--- config.mk ---
export PLATFORM = sky130hd
export DESIGN_NAME = seg_scan_blink
export DESIGN_NICKNAME = d
export VERILOG_FILES = /design/src/rtl/seg_scan_blink.sv
export SDC_FILE = /design/constraint.sdc
export NUM_CORES = 1
export LEC_CHECK = 0
export BUFFER_PORTS_ARGS = -buffer_cell sky130_fd_sc_hd__buf_2
export CAP_MARGIN = 40
export CORE_MARGIN = 4
export CORE_UTILIZATION = 57
export DETAILED_ROUTE_END_ITERATION = 7
export GPL_ROUTABILITY_DRIVEN = 0
export PLACE_DENSITY = 0.8
export REMOVE_ABC_BUFFERS = 1
export SKIP_CTS_REPAIR_TIMING = 1
export SLEW_MARGIN = 40
export SYNTH_ARGS = -nofsm -noshare
export SYNTH_HDL_FRONTEND = slang
export SYNTH_SLANG_ARGS = --single-unit
--- constraint.sdc ---
create_clock -name clk -period 3.5 [get_ports clk]
set_input_delay 0.7 -clock clk [delete_from_list [all_inputs] [get_ports clk]]
set_output_delay 0.7 -clock clk [all_outputs]
set_load 0.1 [all_outputs]
--- src/rtl/seg_scan_blink.sv ---
// seg_scan_blink: multiplexed 7-segment digit scanner with per-digit blanking,
// frame-coherent input snapshot, frame-synchronous cursor blink and
// anti-ghosting dead time at the start of every digit slot.
// Optional build macro: LEAD_ZERO_BLANK_EN (leading-zero suppression).
module seg_scan_blink #(
    parameter int unsigned NUM_DIGITS   = 8,
    parameter int unsigned DIGIT_W      = 4,
    parameter int unsigned SCAN_DIV     = 1000,
    parameter int unsigned DEAD_CYC     = 2,
    parameter int unsigned BLINK_FRAMES = 64,
    parameter logic [DIGIT_W-1:0] BLANK_CODE = DIGIT_W'(4'hA),
    localparam int unsigned CW = $clog2(NUM_DIGITS)
) (
    input  logic                          clk,
    input  logic                          rst_n,
    input  logic [NUM_DIGITS*DIGIT_W-1:0] digits_i,
    input  logic [CW-1:0]                 cursor_i,
    input  logic                          cursor_en_i,
    input  logic [NUM_DIGITS-1:0]         blank_mask_i,
    output logic [DIGIT_W-1:0]            code_o,
    output logic [NUM_DIGITS-1:0]         sel_n_o,
    output logic [CW-1:0]                 idx_o,
    output logic                          frame_o
);

    localparam int unsigned PW = $clog2(SCAN_DIV);
    localparam int unsigned BW = $clog2(BLINK_FRAMES);
    localparam int unsigned DW = NUM_DIGITS * DIGIT_W;

    logic [PW-1:0]         presc_q, presc_d;
    logic [CW-1:0]         idx_q, idx_d;
    logic                  started_q, started_d;
    logic [NUM_DIGITS-1:0] sel_n_q, sel_n_d;
    logic [DIGIT_W-1:0]    code_q, code_d;
    logic                  frame_q, frame_d;
    logic [BW-1:0]         blink_q, blink_d;
    logic [DW-1:0]         sh_digits_q, sh_digits_d;
    logic [NUM_DIGITS-1:0] sh_mask_q, sh_mask_d;
    logic [CW-1:0]         sh_cursor_q, sh_cursor_d;
    logic                  sh_cen_q, sh_cen_d;

    logic                  tick;
    logic                  frame_start;
    logic [DW-1:0]         src_digits;
    logic [NUM_DIGITS-1:0] src_mask;
    logic [CW-1:0]         src_cursor;
    logic                  src_cen;
    logic                  visible;
    logic [NUM_DIGITS-1:0] blank_vec;
    logic [DIGIT_W-1:0]    cur_digit;
    logic                  cur_blank;
    logic [NUM_DIGITS-1:0] onehot_new;
    logic [NUM_DIGITS-1:0] onehot_cur;
`ifdef LEAD_ZERO_BLANK_EN
    logic                  lz_chain;
`endif

    // Next-state: prescaler, slot index, snapshot, blink phase and outputs
    always_comb begin
        presc_d     = presc_q;
        idx_d       = idx_q;
        started_d   = started_q;
        sel_n_d     = sel_n_q;
        code_d      = code_q;
        frame_d     = 1'b0;
        blink_d     = blink_q;
        sh_digits_d = sh_digits_q;
        sh_mask_d   = sh_mask_q;
        sh_cursor_d = sh_cursor_q;
        sh_cen_d    = sh_cen_q;
        cur_digit   = '0;
        cur_blank   = 1'b0;
        onehot_new  = '0;
        onehot_cur  = '0;

        tick        = (presc_q == PW'(SCAN_DIV - 1));
        frame_start = tick && (idx_q == CW'(NUM_DIGITS - 1));

        presc_d   = tick ? '0 : presc_q + PW'(1);
        started_d = started_q | tick;
        frame_d   = frame_start;
        if (tick) begin
            idx_d = (idx_q == CW'(NUM_DIGITS - 1)) ? '0 : idx_q + CW'(1);
        end

        // Frame start bypasses the snapshot so digit 0 already sees new inputs
        src_digits = frame_start ? digits_i     : sh_digits_q;
        src_mask   = frame_start ? blank_mask_i : sh_mask_q;
        src_cursor = frame_start ? cursor_i     : sh_cursor_q;
        src_cen    = frame_start ? cursor_en_i  : sh_cen_q;

        sh_digits_d = src_digits;
        sh_mask_d   = src_mask;
        sh_cursor_d = src_cursor;
        sh_cen_d    = src_cen;

        // A moved cursor restarts the blink so it is visible straight away
        if (frame_start) begin
            if (cursor_i != sh_cursor_q) begin
                blink_d = '0;
            end else if (blink_q == BW'(BLINK_FRAMES - 1)) begin
                blink_d = '0;
            end else begin
                blink_d = blink_q + BW'(1);
            end
        end
        visible = (blink_d < BW'(BLINK_FRAMES / 2));

        blank_vec = src_mask;
`ifdef LEAD_ZERO_BLANK_EN
        // Blank zeros from the top down until a nonzero digit or the cursor
        lz_chain = 1'b1;
        for (int k = int'(NUM_DIGITS) - 1; k >= 1; k--) begin
            if (src_cen && (src_cursor == CW'(k))) begin
                lz_chain = 1'b0;
            end else if (lz_chain && (src_digits[k*DIGIT_W +: DIGIT_W] == '0)) begin
                blank_vec[k] = 1'b1;
            end else begin
                lz_chain = 1'b0;
            end
        end
`endif

        for (int k = 0; k < int'(NUM_DIGITS); k++) begin
            if (idx_d == CW'(k)) begin
                cur_digit     = src_digits[k*DIGIT_W +: DIGIT_W];
                cur_blank     = blank_vec[k] |
                                (src_cen && (src_cursor == CW'(k)) && !visible);
                onehot_new[k] = 1'b1;
            end
            if (idx_q == CW'(k)) begin
                onehot_cur[k] = 1'b1;
            end
        end

        if (tick) begin
            code_d = cur_blank ? BLANK_CODE : cur_digit;
        end

        // Selects stay off for the dead window, then light the current digit
        if (tick) begin
            sel_n_d = (DEAD_CYC == 0) ? ~onehot_new : '1;
        end else if (started_q && (presc_d == PW'(DEAD_CYC))) begin
            sel_n_d = ~onehot_cur;
        end
    end

    // State registers, cleared asynchronously
    always_ff @(posedge clk or negedge rst_n) begin
        if (!rst_n) begin
            presc_q     <= '0;
            idx_q       <= CW'(NUM_DIGITS - 1);
            started_q   <= 1'b0;
            sel_n_q     <= '1;
            code_q      <= BLANK_CODE;
            frame_q     <= 1'b0;
            blink_q     <= '0;
            sh_digits_q <= '0;
            sh_mask_q   <= '0;
            sh_cursor_q <= '0;
            sh_cen_q    <= 1'b0;
        end else begin
            presc_q     <= presc_d;
            idx_q       <= idx_d;
            started_q   <= started_d;
            sel_n_q     <= sel_n_d;
            code_q      <= code_d;
            frame_q     <= frame_d;
            blink_q     <= blink_d;
            sh_digits_q <= sh_digits_d;
            sh_mask_q   <= sh_mask_d;
            sh_cursor_q <= sh_cursor_d;
            sh_cen_q    <= sh_cen_d;
        end
    end

    assign code_o  = code_q;
    assign sel_n_o = sel_n_q;
    assign idx_o   = idx_q;
    assign frame_o = frame_q;

endmodule

Word-level counts from Yosys, hierarchy flattened
Index checks and enable logic that the tools add are counted.
{ "classes": {"addsub": 3, "n_lt_le_gt_ge": 1, "eq_ne": 25, "mux": 37, "bitwise": 10, "n_reduce_logical": 23} }
{ "op_table": {"columns": ["op", "count"], "rows": [
  ["== test 3 bit, second input constant", 12],
  ["2-to-1 mux 4 bit", 9],
  ["2-to-1 mux 32 bit", 1],
  ["2-to-1 mux 8 bit", 3],
  ["== test 3 x 2 -> 1 bit, second input constant", 6],
  ["logical AND 1 bit", 18],
  ["2-to-1 mux 6 bit", 3],
  ["2-to-1 mux 1 bit", 17],
  ["adder 10 x 1 -> 10 bit, second input constant", 1],
  ["== test 10 bit, second input constant", 1],
  ["== test 10 x 2 -> 1 bit, second input constant", 1],
  ["2-to-1 mux 10 bit", 1],
  ["== test 3 x 1 -> 1 bit, second input constant", 3],
  ["logical NOT 3 bit", 3],
  ["2-to-1 mux 3 bit", 3],
  ["bitwise OR 1 bit", 9],
  ["inverter 8 bit", 1],
  ["adder 6 x 1 -> 6 bit, second input constant", 1],
  ["== test 6 bit, second input constant", 1],
  ["< comparator 6 bit, second input constant", 1],
  ["adder 3 x 1 -> 3 bit, second input constant", 1],
  ["inequality test 3 bit", 1],
  ["nonzero test 2 bit", 1],
  ["logical NOT 1 bit", 1]
]} }
{ "totals": {"reg_bits": 77, "in_bits": 46, "output_inout_bits": 16, "word_cells": 110} }

Depth between registers and ports, before layout
{ "logic_depth": {"ltp_word": 17, "depth_mapped": 13, "depth_no_buf": 11} }

Worst setup path after synthesis
OpenSTA, ideal clock, no wires.
{ "synth_path": {"path_kind": "reg-to-reg", "startpoint": "register idx_q[0], in the netlist idx_o[0]", "endpoint": "register code_q[1], in the netlist code_o[1]", "setup_ps": 81, "t_arrival_ps": 3360, "required_time_ps": 3419, "path_slack_ps": 59, "stages_incl_launch_ff": 11, "n_path_buf": 1, "period_less_slack_ps": 3441, "path_cell_list": "dfstp_2 clkbuf_1 inv_1 ha_1 or2_2 o41ai_1 nor3b_1 nor4_1 o21a_1 and2_4 o221a_1"} }
{ "synth_between": {"elab_chain_len": 16, "word_cells_on_any_way": 69} }
{ "synth_rtl": {"columns": ["item", "line_no", "rtl"], "rows": [
  ["from (decl)", "31", "logic [CW-1:0] idx_q, idx_d;"],
  ["from (signal assigned)", "152", "idx_q <= CW'(NUM_DIGITS - 1);"],
  ["from (signal assigned)", "164", "idx_q <= idx_d;"],
  ["== test 3 bit", "77, 83", null],
  ["logical AND 1 bit", "77", "frame_start = tick && (idx_q == CW'(NUM_DIGITS - 1));"],
  ["2-to-1 mux 6 bit or 2-to-1 mux 3 bit (tied branches)", "98, 89", null],
  ["< comparator 6 bit or logical NOT 3 bit (tied branches)", "107, 128", null],
  ["logical NOT 1 bit or logical AND 1 bit (tied branches)", "128", "(src_cen && (src_cursor == CW'(k)) && !visible);"],
  ["logical AND 1 bit", "128", null],
  ["bitwise OR 1 bit", "127", "cur_blank = blank_vec[k] |"],
  ["2-to-1 mux 1 bit (8 in a row)", "125", "if (idx_d == CW'(k)) begin"],
  ["2-to-1 mux 4 bit (*)", "137", "code_d = cur_blank ? BLANK_CODE : cur_digit;"],
  ["to (signal assigned)", "167", "code_q <= code_d;"],
  ["to (decl)", "34", "logic [DIGIT_W-1:0] code_q, code_d;"]
]} }
Every way passes the cells marked *; elsewhere a longest branch is shown, timed or not.
A chain may end at the register's enable or synchronous reset.

Final worst setup path
{ "layout_path": {"startpoint": "register idx_q[1], in the netlist idx_o[1]", "endpoint": "register code_q[1], in the netlist code_o[1]"} }
The elaborated chain is that of the path after synthesis.

==> reports/qor.csv <==
stage,metric,value,unit
status,outcome,"finished, final reports clean",
timing,worst hold slack,359,ps
routing,WL final,9860,µm
critical_path,r2r setup slk,220,ps
hold_path,Tightest Hold Check Type,input pin to async pin,
routing,DRT Pass-1 Iters,4,
timing,Slew Limit Fails,0,
final_layout,Post-Route Utilization,69.3,%
critical_path,"Req. time, crit path",3790,ps
cts,clk buf depth,2,
timing,setup TNS,0,ps
final_layout,Synth-to-Final Area Change,16.8,%
grt,global router's overall resource usage,24.2,%
timing,Final Cycle Share,93.8,%
timing,Fin. Hold Viols,0,
final_layout,Nets,538,
critical_path,r2r startpoint,idx_o[1],
pwr,Final Power,1710,µW
logic_synthesis,Post-synth EDFFs,0,
logic_synthesis,#FFs+latches synth,77,
floorplan,DIE HEIGHT,92.5,µm
critical_path,Crit. End Element,register,
logic_synthesis,"Seq/Total Area, Yosys",47.7,%
critical_path,FF-to-FF End,code_o[1],
cts,Skew-Pair Late Insertion Delay,350,ps
logic_synthesis,fraction of registers with async set/reset,100,%
cts,clock sinks,77,
routing,initial DRC count,182,
logic_synthesis,Mapped Cells,413,
grt,grt ovf,0,
timing,Slew HR,41.2,%
grt,grt met3 use,3.57,%
timing,Final setup viols,0,
logic_synthesis,syn_area_per_cell,9.86,µm²
pwr,Max IR drop VDD,0.199,mV
routing,DR vias,3492,
final_layout,Final Non-Filler Cells,584,
critical_path,crit path max fanout,12,
critical_path,Worst R2R Path Depth,9,
routing,via/cell ratio,5.98,
floorplan,# IOs,62,
timing,Fmax,305,MHz
cts,TritonCTS Buffers,9,
floorplan,Die Span X,92.5,µm
place,post-detailed-placement half-perimeter wirelength,7030,µm
grt,largest net degree at the start of global routing,78,
place,Post-Place Cells,568,
logic_synthesis,Ys Warns,0,
grt,vias in the first global route,3409,
place,PortBufs,61,
final_layout,# diodes,0,
grt,grt met1 use,32.2,%
floorplan,initial core utilization,59.3,%
critical_path,Worst Path Arrival,3570,ps
cts,CTS tree,built,
pwr,Static Leakage,0.00217,µW
grt,first-pass GRT wire length,16600,µm
run,Max-Cap Viols,0,
timing,Clock Skew,8.35,ps
floorplan,core area,6870,µm²
floorplan,Die Footprint,8560,µm²
cts,"CTS clk-pin slew, worst paths",80,ps
final_layout,share of layout cells above drive strength 1,27.7,%
floorplan,site row count,30,
routing,post-DR wirelength/cell,16.9,µm
grt,GR peak layer,met2,
logic_synthesis,Synth Flop Type,dfrtp_1,
grt,met2 usage,40.2,%
cts,CTS H-tree lvls,3,
logic_synthesis,Yosys cell types,66,
routing,Final ANT Viol Nets,0,
timing,Slew @ Worst Pin,860,ps
critical_path,Startpoint Class,register,
cts,Root Driver,clkbuf_8,
grt,initial antenna violation count,0,
timing,fin crit period,3280,ps
logic_synthesis,"Cell Area, Synth",4070,µm²
routing,DRC violations left,0,
pwr,Power Dens Cells,359,nW/µm²
critical_path,Crit Path Class,register to register,
-- cells by family after synthesis --
logic type,share of synthesized area (%)
AOI/OAI and AO/OA,15.5
xor gates and xnor gates,1.93
adders and majority gates,2.76
buffers and inverters,3.32
DFF,47.7
muxes,9.64
and+or+nand+nor,19.1
-- stage by stage --
| step | area (µm²) | setup slack, ps |
|---|---|---|
| floorplan | 4000 | -378 |
| global route | 4760 | -82.4 |
| global placement | 4540 | 401 |
| CTS | 4750 | 59.5 |
| finish | 4760 | 216 |
| detailed placement | 4540 | 194 |
-- layout by cell type, fill, tap and decap left out, drive strengths merged, types with 3 or more instances in the layout --
| cell | n |
|---|---|
| a211oi | 3 |
| a21oi | 7 |
| a221oi | 3 |
| a22o | 3 |
| a22oi | 3 |
| a31oi | 7 |
| and2 | 5 |
| and3 | 5 |
| and3b | 3 |
| buf | 75 |
| clkbuf | 12 |
| dfrtp | 64 |
| dfstp | 13 |
| ha | 9 |
| inv | 16 |
| mux2 | 28 |
| mux2i | 7 |
| nand2 | 83 |
| nand2b | 6 |
| nand3 | 17 |
| nand4 | 4 |
| nor2 | 16 |
| nor3 | 4 |
| nor3b | 5 |
| nor4 | 3 |
| o211ai | 3 |
| o21ai | 22 |
| o22ai | 3 |
| o311ai | 3 |
| o31ai | 4 |
| or3 | 4 |
| xnor2 | 5 |
| xor2 | 4 |
-- synth_stat cells, types with 5 or more instances --
cell type  number  area, µm²
a21oi_1         7       35.0
a31oi_1         7       43.8
and3_1          5       31.3
buf_2           6       30.0
clkbuf_1        6       22.5
dfrtp_1        64       1600
dfstp_2        13        342
ha_1            9        113
inv_1          16       60.1
mux2_2         26        293
mux2i_1         7       70.1
nand2_1        83        312
nand2b_1        6       37.5
nand3_1        17       85.1
nor2_1         16       60.1
nor3b_1         5       37.5
o21ai_0        20        100
xnor2_1         5       43.8
-- layout make-up --
type	instances	area [µm²]
fillers	531	2110
multi-input cells	303	2010
flip-flops and latches	77	1940
repair buffers	75	417
clock buffers	12	135
well taps	96	120
clock inverters	4	72.6
inverters	17	63.8
-- metal layers --
metal / wire [µm] / vias to the layer above / part of all wire, %
met3: 670 / 16 / 6.8
met1: 4190 / 1699 / 42
met5: 0 / - / 0
met2: 4860 / 148 / 49
li1: - / 1629 / -
met4: 143 / 0 / 1.4
-- power breakdown --
group	internal [µW]	total, µW	switching (µW)	leakage (µW)
clock	401	713	312	0.000101
sequential	903	909	5.57	0.000842
combinational	38.9	84.8	45.9	0.00123
-- worst max-delay path, stage by stage, from the launching register on --
cell	delay [ps]
dfstp_2	610
ha_1	200
ha_1	400
nand4_4	260
a2111oi_0	810
o211ai_1	190
a41oi_1	240
a221o_1	190
and2_4	150
o221a_1	170
-- state kept, by name (all words and copies together), names as in the netlist, 3 cells and up --
name / cells
code_o: 4
idx_o: 3
sh_cursor_q: 3
presc_q: 10
sh_digits_q: 32
sel_n_o: 8
blink_q: 6
sh_mask_q: 8
-- worst max path at each step --
stage,startpoint,to,slack [ps]
4_1_cts,idx_o[1],code_o[1],60
3_3_place_gp,idx_o[1],code_o[1],400
6_report,idx_o[1],code_o[1],220
5_1_grt,idx_o[1],code_o[1],-80
3_5_place_dp,idx_o[1],code_o[1],190
2_1_floorplan,idx_o[0],code_o[1],-380
No activity file was read; power rests on OpenSTA's default activity.
